<file path="config.mk">
export PLATFORM = sky130hd
export DESIGN_NAME = cp0
export DESIGN_NICKNAME = d
export VERILOG_FILES = /design/src/rtl/cp0.sv
export SDC_FILE = /design/constraint.sdc
export NUM_CORES = 1
export LEC_CHECK = 0
export ABC_CLOCK_PERIOD_IN_PS = 6700
export CAP_MARGIN = 20
export CORE_AREA = 2 2 62 122
export CTS_BUF_LIST = sky130_fd_sc_hd__clkbuf_4
export DETAILED_ROUTE_END_ITERATION = 8
export DIE_AREA = 0 0 64 124
export PLACE_DENSITY = 0.89
export SLEW_MARGIN = 20
export SYNTH_ARGS = -nofsm -noshare
export SYNTH_HDL_FRONTEND = slang
export SYNTH_SLANG_ARGS = --single-unit
</file>
<file path="constraint.sdc">
create_clock -name clk -period 6.7 [get_ports clk]
set_input_delay 1.34 -clock clk [delete_from_list [all_inputs] [get_ports clk]]
set_output_delay 1.34 -clock clk [all_outputs]
set_load 0.05 [all_outputs]
</file>
<file path="src/rtl/cp0.sv">
// Coprocessor-0 exception/interrupt unit: SR, Cause, EPC, PRId, mfc0/mtc0 and the take-exception strobe.
// Optional macro CP0_PRID_EN: Addr 15 reads the PRId constant instead of zero.
module cp0 #(
  parameter int HWINT_W = 6
) (
  input  logic               clk,
  input  logic               reset,
  input  logic [4:0]         Addr,
  input  logic               WE,
  input  logic [31:0]        DataI,
  output logic [31:0]        DataO,
  input  logic [31:0]        PC,
  input  logic               BD,
  input  logic               ExcReq,
  input  logic [4:0]         ExcCode,
  input  logic [HWINT_W-1:0] HWInt,
  input  logic               EXLClr,
  output logic               IntReq,
  output logic [31:0]        EPC
);

  localparam logic [4:0] ADDR_SR    = 5'd12;
  localparam logic [4:0] ADDR_CAUSE = 5'd13;
  localparam logic [4:0] ADDR_EPC   = 5'd14;
  localparam logic [4:0] ADDR_PRID  = 5'd15;

  logic [HWINT_W-1:0] sr_im;
  logic               sr_exl;
  logic               sr_ie;
  logic               cause_bd;
  logic [HWINT_W-1:0] cause_ip;
  logic [4:0]         cause_exc;
  logic [29:0]        epc_q;

  logic        int_hit;
  logic        exc_hit;
  logic [31:0] epc_next;
  logic [31:0] sr_word;
  logic [31:0] cause_word;

  assign int_hit  = (|(HWInt & sr_im)) & sr_ie & ~sr_exl;
  assign exc_hit  = ExcReq & ~sr_exl;
  assign IntReq   = int_hit | exc_hit;
  assign epc_next = BD ? (PC - 32'd4) : PC;

  assign sr_word    = {16'h0000, sr_im, 8'h00, sr_exl, sr_ie};
  assign cause_word = {cause_bd, 15'h0000, cause_ip, 3'b000, cause_exc, 2'b00};
  assign EPC        = {epc_q, 2'b00};

  // Taking an exception swallows any eret or mtc0 on the same edge.
  always_ff @(posedge clk) begin
    if (reset) begin
      sr_im     <= '0;
      sr_exl    <= 1'b0;
      sr_ie     <= 1'b0;
      cause_bd  <= 1'b0;
      cause_ip  <= '0;
      cause_exc <= 5'd0;
      epc_q     <= 30'd0;
    end else begin
      cause_ip <= HWInt;
      if (IntReq) begin
        sr_exl    <= 1'b1;
        cause_bd  <= BD;
        cause_exc <= int_hit ? 5'd0 : ExcCode;
        epc_q     <= epc_next[31:2];
      end else begin
        if (WE && Addr == ADDR_SR) begin
          sr_im  <= DataI[15:10];
          sr_exl <= DataI[1];
          sr_ie  <= DataI[0];
        end
        if (WE && Addr == ADDR_EPC) begin
          epc_q <= DataI[31:2];
        end
        if (EXLClr) begin
          sr_exl <= 1'b0;
        end
      end
    end
  end

  always_comb begin
    DataO = 32'h0000_0000;
    case (Addr)
      ADDR_SR:    DataO = sr_word;
      ADDR_CAUSE: DataO = cause_word;
      ADDR_EPC:   DataO = EPC;
`ifdef CP0_PRID_EN
      ADDR_PRID:  DataO = 32'h4D49_5053;
`else
      ADDR_PRID:  DataO = 32'h0000_0000;
`endif
      default:    DataO = 32'h0000_0000;
    endcase
  end

endmodule
</file>
**Word-level counts from Yosys, hierarchy flattened**

Cells that the tools add are included.

- Bits in registers: 50
- Bits in latches: 0
- Memory bits (writable): 0
- Memory bits (read-only): 0
- Input bits: 86
- Output and inout port bits: 65
- Memories kept: 0

- Add/sub/neg operators: 1
- Multipliers: 0
- Div/mod/pow operators: 0
- Order comparisons: 0
- Equality and inequality tests: 3
- Shift-type cells: 0
- Muxes and demuxes: 8
- Bitwise logic cells: 7
- Reduce and logical (&&, ||, !) cells: 6

Operator list:

| operator | count |
|---|---|
| $pmux W32 S3 | 1 |
| $mux W30 | 2 |
| $mux W32 | 1 |
| $sub A32 B3 Y32 const B | 1 |
| $eq A5 B4 Y1 const B | 3 |
| $and A6 B6 Y6 | 1 |
| $reduce_or A6 Y1 | 1 |
| $mux W5 | 1 |
| $and A1 B1 Y1 | 3 |
| $mux W1 | 3 |
| $reduce_bool A3 Y1 | 1 |
| $logic_and A1 B1 Y1 | 2 |
| $not A1 Y1 | 2 |
| $reduce_and A2 Y1 | 1 |
| $reduce_bool A2 Y1 | 1 |
| $or A1 B1 Y1 | 1 |

**Logic depth before layout (Yosys ltp)**

Gate-level depths: netlist (run 1).

- Depth after elaboration: 7
- Gate-level depth with buffers: 7
- Depth with buffers taken out: 6

**Least setup slack after synthesis (run 1)**

OpenSTA, ideal clock, no wires.

- Kind: input port to output port
- From: input port HWInt[0]
- To: output port IntReq
- Data arrival time: 2.739 ns
- Required time: 5.360 ns
- Path slack: 2.621 ns
- Cell stages on the path: 4
- Path buffers: 1
- Cell sequence: a221o_1 o31ai_1 clkinv_1 clkbuf_1

- Cells in the longest elaborated chain, start to end: 5

Ends and longest elaborated chain:

| item | line | text |
|---|---|---|
| from (decl) | 16 | `input logic [HWINT_W-1:0] HWInt,` |
| $and A6 B6 Y6 | 41 | `assign int_hit = (\|(HWInt & sr_im)) & sr_ie & ~sr_exl;` |
| $reduce_or A6 Y1 | 41 |  |
| $and A1 B1 Y1 (2 in a row) | 41 |  |
| $or A1 B1 Y1 | 43 | `assign IntReq = int_hit \| exc_hit;` |
| to (decl) | 18 | `output logic IntReq,` |

No other way between the ends.

**Worst setup path in the final report (run 1)**

- From: input port Addr[4]
- To: output port DataO[13]

- Cells in the longest elaborated chain, start to end: 2

Ends and longest elaborated chain:

| item | line | text |
|---|---|---|
| from (decl) | 8 | `input logic [4:0] Addr,` |
| $eq A5 B4 Y1 | 85 | `case (Addr)` |
| $pmux W32 S3 * | 85 |  |
| to (decl) | 11 | `output logic [31:0] DataO,` |

Mark *: on every way between the ends. The rest lies on a longest branch, timed or not.

==> impl_metrics.py, run 1 <==
metrics = {
    "yosys": {
        "syn-instance-count": 380,
        "synth_ff_type": "dfxtp_1",
        "ys_types": 46,
        "synth_warnings": 0,
        "synth_seq_area_share": 0.321,
        "ys_seq_elements": 50,
        "avgSynthCellArea_sq_um": 8.21,
        "synth_edf_count": 0,
        "async_flop_share": 0,
        "syn_area_sq_um": 3120,
    },
    "timing": {
        "slew_violations": 0,
        "fin_crit_sh": 0.783,
        "rsz0062_at_grt": "no",
        "hold_viol": 0,
        "clock.fmax_mhz": 191,
        "period_minus_slack_ns": 5.24,
        "skew_ns": 0.0103,
        "setup_viol": 0,
        "maxSlewHeadroom": 0.286,
        "tightest_slew_ns": 1.07,
        "totalNegativeSetupSlack_ns": 0,
    },
    "clock_network": {
        "clkLatencyLatePin_ns": 0.40,
        "cts_made_buffers": 5,
        "post-cts-setup-buffers": 0,
        "cts_tree": "done",
        "cts_root_buf": "clkbuf_4",
        "cts_buffer_depth": 2,
        "h-tree-depth": 2,
        "cts_hold_buf": 0,
        "cts_resized": 0,
        "clock_sinks": 50,
        "path_clk_slew_ns": 0.16,
    },
    "worst_setup_path": {
        "worstSetupPathType": "in2out",
        "ff2ff_path_depth": 7,
        "critPathCaptureType": "output pin",
        "r2r-start": "sr_im[0]$_SDFFE_PP0P_",
        "start_kind": "primary input",
        "r2r_slack_ns": 4.49,
        "crit_required_ns": 5.36,
        "cp_max_fo": 17,
        "timing.rr.end": "epc_q[12]$_SDFFE_PP0P_",
        "arrival_ns": 3.90,
    },
    "placed_design": {
        "port_buffers": 146,
        "dpl.hpwl_microns": 7860,
        "gp_congestion": 0.835,
        "dpl_cell_area_sq_um": 4600,
        "dpl.cell_count": 587,
    },
    "pwr": {
        "vdd_drop_max_mv": 0.124,
        "finalPower_mw": 0.703,
        "p_per_area_nw_per_um2": 151,
        "leakage_nw": 1.66,
    },
    "final_layout": {
        "stdcell_area_sq_um": 4660,
        "fin_cells": 596,
        "syn_to_final_growth_pct": 49.4,
        "fin_util": 0.672,
        "layout_common_cells": "145 x clkdlybuf4s50_1, 50 x dfxtp_1, 35 x a211oi_1",
        "fin_nets": 591,
        "drive_above_1_share": 0.0515,
        "final_common_cell": "clkdlybuf4s50_1",
    },
    "worst_hold_path": {
        "min_path_cells": 2,
        "hold_start": "cause_bd$_SDFFE_PP0N_",
        "hold_end": "cause_bd$_SDFFE_PP0N_",
        "holdCritPathClass": "reg2reg",
    },
    "outcome": {
        "run_status": "complete, no violations",
    },
    "drt": {
        "postRouteAntennaNets": 0,
        "route.detailed.drc": 0,
        "vias": 3649,
        "routed_via_density": 6.12,
        "drtPass1Iterations": 5,
        "drt-wirelength-per-cell_microns": 18.2,
        "drt_wl_total_microns": 10900,
        "drt_iter0_drc": 287,
    },
    "global_route": {
        "grt_pass1_wl_microns": 16900,
        "grt_pass1_vias": 3509,
        "grt_max_degree": 61,
        "antenna_found_initial": 1,
        "grtUsageTotal": 0.269,
        "grt_overflow_total": 0,
    },
    "floorplanning": {
        "start_util": 0.450,
        "rows": 43,
        "core-area_sq_um": 6940,
        "die_h_microns": 124,
        "design.die.area_sq_um": 7940,
        "fp.dieW_microns": 64,
        "ios": 151,
    },
    "run": {
        "max_cap_viol_count": 0,
    },
}
how the worst max path moves through the flow:
stage,to,from,cells after the start
finish,DataO[13],Addr[4],7
global route,DataO[13],Addr[3],7
CTS,DataO[14],Addr[2],7
detailed placement,DataO[14],Addr[2],7
global placement,DataO[14],Addr[2],7
floorplan,IntReq,HWInt[0],4
routing by layer:
| metal | share of wire | wire [microns] | vias up | track usage |
|---|---|---|---|---|
| li1 | - | - | 1734 | - |
| met1 | 0.35 | 3850 | 1723 | 0.277 |
| met2 | 0.55 | 6020 | 171 | 0.508 |
| met3 | 0.065 | 706 | 21 | 0.0425 |
| met4 | 0.025 | 271 | 0 | 0.147 |
| met5 | 0 | 0 | - | 0 |
cell type report:
| cell class | instances | area (sq um) |
|---|---|---|
| fill | 579 | 2280 |
| multi-input combinational | 284 | 1940 |
| inverter | 11 | 41.3 |
| antenna | 1 | 2.50 |
| sequential | 50 | 1000 |
| timing repair buffer | 152 | 1500 |
| clock buffer | 5 | 37.5 |
| clock inverter | 3 | 21.3 |
| tap | 90 | 113 |
flip-flops by register name (all words and copies together) (netlist names):
name,flops
cause_exc,5
sr_ie,1
cause_ip,6
epc_q,30
sr_im,6
cause_bd,1
sr_exl,1
cell usage after synthesis, types with 2 or more instances:
library cell / count / area, sq um
a211oi_1: 35 / 263
a21oi_1: 9 / 45.0
a222oi_1: 6 / 60.1
a22o_1: 9 / 78.8
a311oi_1: 21 / 184
a32oi_1: 5 / 43.8
and2_1: 18 / 113
and3_1: 30 / 188
and3b_1: 2 / 17.5
buf_4: 2 / 15.0
clkbuf_1: 33 / 124
dfxtp_1: 50 / 1000
inv_1: 10 / 37.5
nand2_1: 8 / 30.0
nand3_1: 16 / 80.1
nand3b_1: 4 / 30.0
nand4_1: 5 / 31.3
nand4b_1: 3 / 26.3
nor2_1: 21 / 78.8
nor2b_1: 7 / 43.8
nor3_1: 9 / 45.0
nor4_1: 4 / 25.0
o21ai_0: 9 / 45.0
o31ai_1: 13 / 97.6
o41ai_1: 4 / 35.0
or3_1: 8 / 50.1
or4_1: 9 / 67.6
or4_2: 2 / 17.5
or4b_2: 2 / 20.0
xnor2_1: 6 / 52.6
xor2_1: 5 / 43.8
where the power goes:
part           total [mW]  switching (mW)  internal, mW
registers           0.331          0.0145         0.316
clock network       0.150           0.109        0.0410
logic               0.221           0.124        0.0971
total               0.703           0.248         0.455
critical path: stages:
cell and delay [ns]:
clkdlybuf4s50_1 0.43, and3b_1 0.25, and3_1 0.54, buf_4 0.33, a222oi_1 0.13, inv_1 0.09
clkdlybuf4s50_1 0.80
cell families (layout without fill, tap and decap cells):
family	Yosys count	in the layout	share of synthesized area
other	1	3	0.00120
adders and majority gates	1	1	0.00401
buffers and inverters	47	171	0.0593
DFF	50	50	0.321
AOI/OAI and AO/OA	114	114	0.281
and+or+nand+nor	156	156	0.302
xor gates and xnor gates	11	11	0.0309
metrics by stage:
stage	hold slack [ns]	worst slack, ns
2_1_floorplan	0.436	2.62
3_3_place_gp	0.445	1.48
3_5_place_dp	0.449	1.47
4_1_cts	0.468	1.46
5_1_grt	0.510	1.30
6_report	0.467	1.46
Power figures use the tool's default switching activity.
==> run 2, diff against run 1 <==
==> config.mk (replaced) <==
export PLATFORM = sky130hd
export DESIGN_NAME = cp0
export DESIGN_NICKNAME = d
export VERILOG_FILES = /design/src/rtl/cp0.sv
export SDC_FILE = /design/constraint.sdc
export NUM_CORES = 1
export LEC_CHECK = 0
export ABC_CLOCK_PERIOD_IN_PS = 4600
export CAP_MARGIN = 20
export CORE_AREA = 2 2 68 134
export CTS_BUF_LIST = sky130_fd_sc_hd__clkbuf_4
export DETAILED_ROUTE_END_ITERATION = 8
export DIE_AREA = 0 0 70 136
export PLACE_DENSITY = 0.78
export SLEW_MARGIN = 20
export SYNTH_ARGS = -nofsm -noshare
export SYNTH_HDL_FRONTEND = slang
export SYNTH_SLANG_ARGS = --single-unit
==> constraint.sdc (replaced) <==
create_clock -name clk -period 4.6 [get_ports clk]
set_input_delay 0.92 -clock clk [delete_from_list [all_inputs] [get_ports clk]]
set_output_delay 0.92 -clock clk [all_outputs]
set_load 0.05 [all_outputs]
==> run 2 against run 1 <==
Register-to-register slack got worse by 1.9 ns. Clock power rose by 41%. Count of clock-buffer cells in the layout did not move. Total power rose by 46%. First-iteration DRC count rose by 25%. Clock skew rose by 0.012 ns. Highest routed layer unchanged. Utilization fell by 8.5 points. Die area rose by 20%. Sequential share of layout area fell by 1.5 points. Cell area rose by 7.3%. Critical path type unchanged.
==> impl_metrics.py, run 2 (synthesis results as in run 1) <==
metrics = {
    "drt": {
        "vias": 3686,
        "postRouteAntennaNets": 0,
        "drt_wl_total_microns": 11300,
        "drtPass1Iterations": 6,
        "route.detailed.drc": 0,
        "drt_iter0_drc": 359,
        "drt-wirelength-per-cell_microns": 18.6,
        "routed_via_density": 6.04,
    },
    "placed_design": {
        "place_ws_ns": 0.718,
        "dpl.hpwl_microns": 8430,
        "gp_congestion": 0.863,
        "port_buffers": 146,
    },
    "worst_setup_path": {
        "r2r-start": "sr_im[0]$_SDFFE_PP0P_",
        "cp_max_fo": 4,
        "timing.rr.end": "epc_q[12]$_SDFFE_PP0P_",
        "start_kind": "primary input",
        "r2r_slack_ns": 2.59,
        "worstSetupPathType": "in2out",
        "crit_required_ns": 3.68,
        "arrival_ns": 2.97,
        "critPathCaptureType": "output pin",
        "ff2ff_path_depth": 6,
    },
    "floorplanning": {
        "design.die.area_sq_um": 9520,
        "rows": 48,
        "core-area_sq_um": 8530,
        "ios": 151,
        "start_util": 0.366,
        "fp.dieW_microns": 70,
        "die_h_microns": 136,
    },
    "timing": {
        "totalNegativeSetupSlack_ns": 0,
        "slew_violations": 0,
        "hold_viol": 0,
        "fin_crit_sh": 0.845,
        "period_minus_slack_ns": 3.89,
        "clock.fmax_mhz": 257,
        "maxSlewHeadroom": 0.368,
        "setup_viol": 0,
        "skew_ns": 0.0223,
        "rsz0062_at_grt": "no",
        "tightest_slew_ns": 0.948,
        "layout_setup_ws_ns": 0.712,
    },
    "clock_network": {
        "clock_sinks": 50,
        "cts_root_buf": "clkbuf_4",
        "clkLatencyLatePin_ns": 0.39,
        "path_clk_slew_ns": 0.15,
        "post-cts-setup-buffers": 0,
        "cts_made_buffers": 5,
        "cts_hold_buf": 0,
        "cts_buffer_depth": 2,
        "cts_resized": 0,
        "cts_tree": "done",
        "h-tree-depth": 2,
    },
    "global_route": {
        "grt_pass1_wl_microns": 17500,
        "grt_pass1_vias": 3612,
        "grtUsageTotal": 0.228,
        "top_usage_layer": "met2",
        "grt_max_degree": 61,
        "grtUsageMet3": 0.0378,
        "use_met2": 0.428,
        "grt_overflow_total": 0,
        "antenna_found_initial": 1,
        "use_met1": 0.234,
    },
    "worst_hold_path": {
        "hold_end": "cause_bd$_SDFFE_PP0N_",
        "hold_start": "cause_bd$_SDFFE_PP0N_",
        "min_path_cells": 2,
        "holdCritPathClass": "reg2reg",
    },
    "final_layout": {
        "nFillCells": 779,
        "drive_above_1_share": 0.120,
        "syn_to_final_growth_pct": 60.3,
        "regMostFlops": "epc_q",
        "largest_reg_flops": 30,
        "fin_nets": 595,
        "layout_common_cells": "114 x clkdlybuf4s50_1, 50 x dfxtp_1, 35 x a211oi_1",
        "largestRegisters": "epc_q x30, cause_ip x6, sr_im x6",
        "final_common_cell": "clkdlybuf4s50_1",
    },
    "run": {
        "max_cap_viol_count": 0,
    },
    "pwr": {
        "leakage_nw": 1.82,
        "finalPower_mw": 1.02,
        "vdd_drop_max_mv": 0.106,
        "p_per_area_nw_per_um2": 205,
    },
    "outcome": {
        "run_status": "complete, no violations",
    },
}
run 2: cell type report:
type                       instances  area [sq um]  area share
multi-input combinational        284          1940       0.389
antenna                            1          2.50    0.000500
timing repair buffer             156          1830       0.366
inverter                          11          41.3     0.00826
sequential                        50          1000       0.200
clock inverter                     3          21.3     0.00425
clock buffer                       5          37.5     0.00751
tap                              100           125      0.0250
run 2: worst max-delay path by stage:
stage / startpoint / to / slack (ns) / cells past startpoint
floorplan: HWInt[0] / IntReq / 1.36 / 4
global placement: Addr[3] / DataO[1] / 0.82 / 4
detailed placement: Addr[3] / DataO[0] / 0.72 / 4
CTS: Addr[3] / DataO[0] / 0.71 / 4
global route: Addr[3] / DataO[0] / 0.60 / 4
finish: Addr[3] / DataO[0] / 0.71 / 4
run 2: metrics by stage:
stage                     hold slack, ns  cells   util  area [sq um]
after global placement             0.444    601  0.579          4940
after CTS                          0.484    609  0.586          5000
final                              0.482    610  0.586          5000
after global routing               0.504    610  0.586          5000
after detailed placement           0.464    601  0.579          4940
after floorplan                    0.436    381      -          3120
run 2: routing by layer:
| layer | share of wire | wire length (microns) |
|---|---|---|
| met5 | 0 | 0 |
| met4 | 0.047 | 537 |
| met3 | 0.066 | 745 |
| met2 | 0.55 | 6230 |
| met1 | 0.34 | 3810 |
run 2: report_power, final:
part / total (mW) / switching [mW] / internal (mW)
Clock: 0.211 / 0.152 / 0.0597
Combinational: 0.329 / 0.183 / 0.146
Sequential: 0.483 / 0.0222 / 0.461
Total: 1.02 / 0.357 / 0.666
run 2: critical path, stage by stage:
cell and delay [ns]:
clkdlybuf4s50_1 0.51, nor4bb_1 0.51, and3_1 0.23, clkdlybuf4s50_1 0.79
==> run 3, diff against run 2 <==
==> config.mk (replaced) <==
export PLATFORM = sky130hd
export DESIGN_NAME = cp0
export DESIGN_NICKNAME = d
export VERILOG_FILES = /design/src/rtl/cp0.sv
export SDC_FILE = /design/constraint.sdc
export NUM_CORES = 1
export LEC_CHECK = 0
export ABC_CLOCK_PERIOD_IN_PS = 3800
export CAP_MARGIN = 20
export CORE_AREA = 2 2 64 127
export CTS_BUF_LIST = sky130_fd_sc_hd__clkbuf_4
export DETAILED_ROUTE_END_ITERATION = 8
export DIE_AREA = 0 0 66 129
export PLACE_DENSITY = 0.83
export SLEW_MARGIN = 20
export SYNTH_ARGS = -nofsm -noshare
export SYNTH_HDL_FRONTEND = slang
export SYNTH_SLANG_ARGS = --single-unit
==> constraint.sdc (replaced) <==
create_clock -name clk -period 3.8 [get_ports clk]
set_input_delay 0.76 -clock clk [delete_from_list [all_inputs] [get_ports clk]]
set_output_delay 0.76 -clock clk [all_outputs]
set_load 0.05 [all_outputs]
==> run 3 against run 2 <==
Critical path depth increased by 2. First-iteration DRC count decreased by 47%. Largest power group unchanged. Setup slack got worse by 0.33 ns. Sequential power increased by 21%. Register-to-register slack got worse by 0.80 ns. Non-clock buffer count increased by 2.
==> impl_metrics.py, run 3 (synthesis results as in run 1) <==
metrics = {
    "final_layout": {
        "largest_reg_flops": 30,
        "fin_util": 0.666,
        "largestRegisters": "epc_q x30, cause_ip x6, sr_im x6",
        "drive_above_1_share": 0.127,
        "fin_nets": 597,
        "stdcell_area_sq_um": 5020,
        "layout_common_cells": "112 x clkdlybuf4s50_1, 50 x dfxtp_1, 35 x a211oi_1",
        "final_common_cell": "clkdlybuf4s50_1",
        "regMostFlops": "epc_q",
        "nFillCells": 638,
        "syn_to_final_growth_pct": 60.9,
    },
    "timing": {
        "maxSlewHeadroom": 0.381,
        "clock.fmax_mhz": 292,
        "fin_crit_sh": 0.900,
        "layout_setup_ws_ns": 0.379,
        "slew_violations": 0,
        "tightest_slew_ns": 0.928,
        "totalNegativeSetupSlack_ns": 0,
        "rsz0062_at_grt": "no",
        "setup_viol": 0,
        "skew_ns": 0.0120,
        "hold_viol": 0,
        "period_minus_slack_ns": 3.42,
    },
    "run": {
        "max_cap_viol_count": 0,
    },
    "pwr": {
        "leakage_nw": 1.85,
        "vdd_drop_max_mv": 0.196,
        "p_per_area_nw_per_um2": 259,
        "finalPower_mw": 1.30,
    },
    "clock_network": {
        "cts_root_buf": "clkbuf_4",
        "path_clk_slew_ns": 0.15,
        "post-cts-setup-buffers": 0,
        "cts_buffer_depth": 2,
        "clock_sinks": 50,
        "cts_hold_buf": 0,
        "h-tree-depth": 2,
        "cts_resized": 0,
        "cts_made_buffers": 5,
        "clkLatencyLatePin_ns": 0.38,
        "cts_tree": "done",
    },
    "global_route": {
        "grt_pass1_vias": 3602,
        "grt_max_degree": 61,
        "grt_pass1_wl_microns": 17200,
        "grt_overflow_total": 0,
        "antenna_found_initial": 1,
        "grtUsageTotal": 0.259,
    },
    "placed_design": {
        "dpl_cell_area_sq_um": 4940,
        "place_ws_ns": 0.357,
        "dpl.hpwl_microns": 8490,
        "gp_congestion": 0.846,
        "port_buffers": 146,
    },
    "worst_setup_path": {
        "cpPeakStageDelay_ns": 0.52,
        "crit_required_ns": 3.04,
        "cp_cell_sequence": "clkdlybuf4s50_1 -> and3b_1 -> and3_1 -> buf_4 -> a22o_1 -> buf_12",
        "critPathCaptureType": "output pin",
        "start_kind": "primary input",
        "cp_slowest_cell": "and3_1",
        "arrival_ns": 2.66,
        "worstSetupPathType": "in2out",
        "cp_max_fo": 12,
    },
    "floorplanning": {
        "start_util": 0.414,
        "fp.dieW_microns": 66,
        "ios": 151,
        "rows": 45,
        "die_h_microns": 129,
        "design.die.area_sq_um": 8510,
        "core-area_sq_um": 7540,
    },
    "drt": {
        "route.detailed.drc": 0,
        "postRouteAntennaNets": 0,
        "routed_via_density": 6.07,
        "drt_wl_total_microns": 11300,
        "drt-wirelength-per-cell_microns": 18.6,
        "drtPass1Iterations": 4,
        "drt_iter0_drc": 189,
        "vias": 3676,
    },
    "worst_hold_path": {
        "holdCritPathClass": "reg2reg",
    },
    "outcome": {
        "run_status": "complete, no violations",
    },
}
run 3: changes by cell type in the layout (fill, tap and decap cells not counted), sizes merged:
cell,previous run,this run
buf,42,46
clkdlybuf4s50,114,112
bufinv,0,1
clkinvlp,1,0
run 3: path summary, 6_finish.rpt:
| kind | start | end | slack, ns | depth (start not counted) |
|---|---|---|---|---|
| setup reg to reg | sr_im[5]$_SDFFE_PP0P_ | epc_q[12]$_SDFFE_PP0P_ | 1.79 | 6 |
| hold reg to reg | cause_bd$_SDFFE_PP0N_ | cause_bd$_SDFFE_PP0N_ | 0.47 | 2 |
| hold / removal | cause_bd$_SDFFE_PP0N_ | cause_bd$_SDFFE_PP0N_ | 0.47 | 2 |
| setup / recovery | Addr[4] | DataO[3] | 0.38 | 6 |
run 3: power by group:
group / internal, mW / switching [mW] / total (mW)
clock: 0.137 / 0.181 / 0.317
sequential: 0.558 / 0.0268 / 0.585
combinational: 0.177 / 0.221 / 0.398
run 3: worst max-delay path: cells and delay by family:
| family | cells | cell delay (ns) |
|---|---|---|
| AO/OA/AOI/OAI | 1 | 0.22 |
| buffers and inverters | 3 | 0.87 |
| AND/OR/NAND/NOR | 2 | 0.79 |
run 3: stage by stage:
| step | hold slack [ns] | cells |
|---|---|---|
| finish | 0.466 | 606 |
| global route | 0.510 | 606 |
| CTS | 0.470 | 605 |
| detailed placement | 0.450 | 597 |
| global placement | 0.444 | 597 |
| floorplan | 0.436 | 381 |
run 3: cell type report:
cell class	instances	area (sq um)	area share
Antenna cell	1	2.50	0.000498
Clock buffer	5	37.5	0.00747
Clock inverter	3	40.0	0.00797
Inverter	11	41.3	0.00822
Multi-Input combinational cell	284	1940	0.387
Sequential cell	50	1000	0.199
Tap cell	94	118	0.0234
Timing Repair Buffer	158	1840	0.366
run 3: metal layers:
metal	share of wire	track usage	wire length, microns
met4	0.033	0.118	372
met3	0.065	0.0376	735
met5	0	0	0
met2	0.57	0.510	6450
met1	0.33	0.254	3740
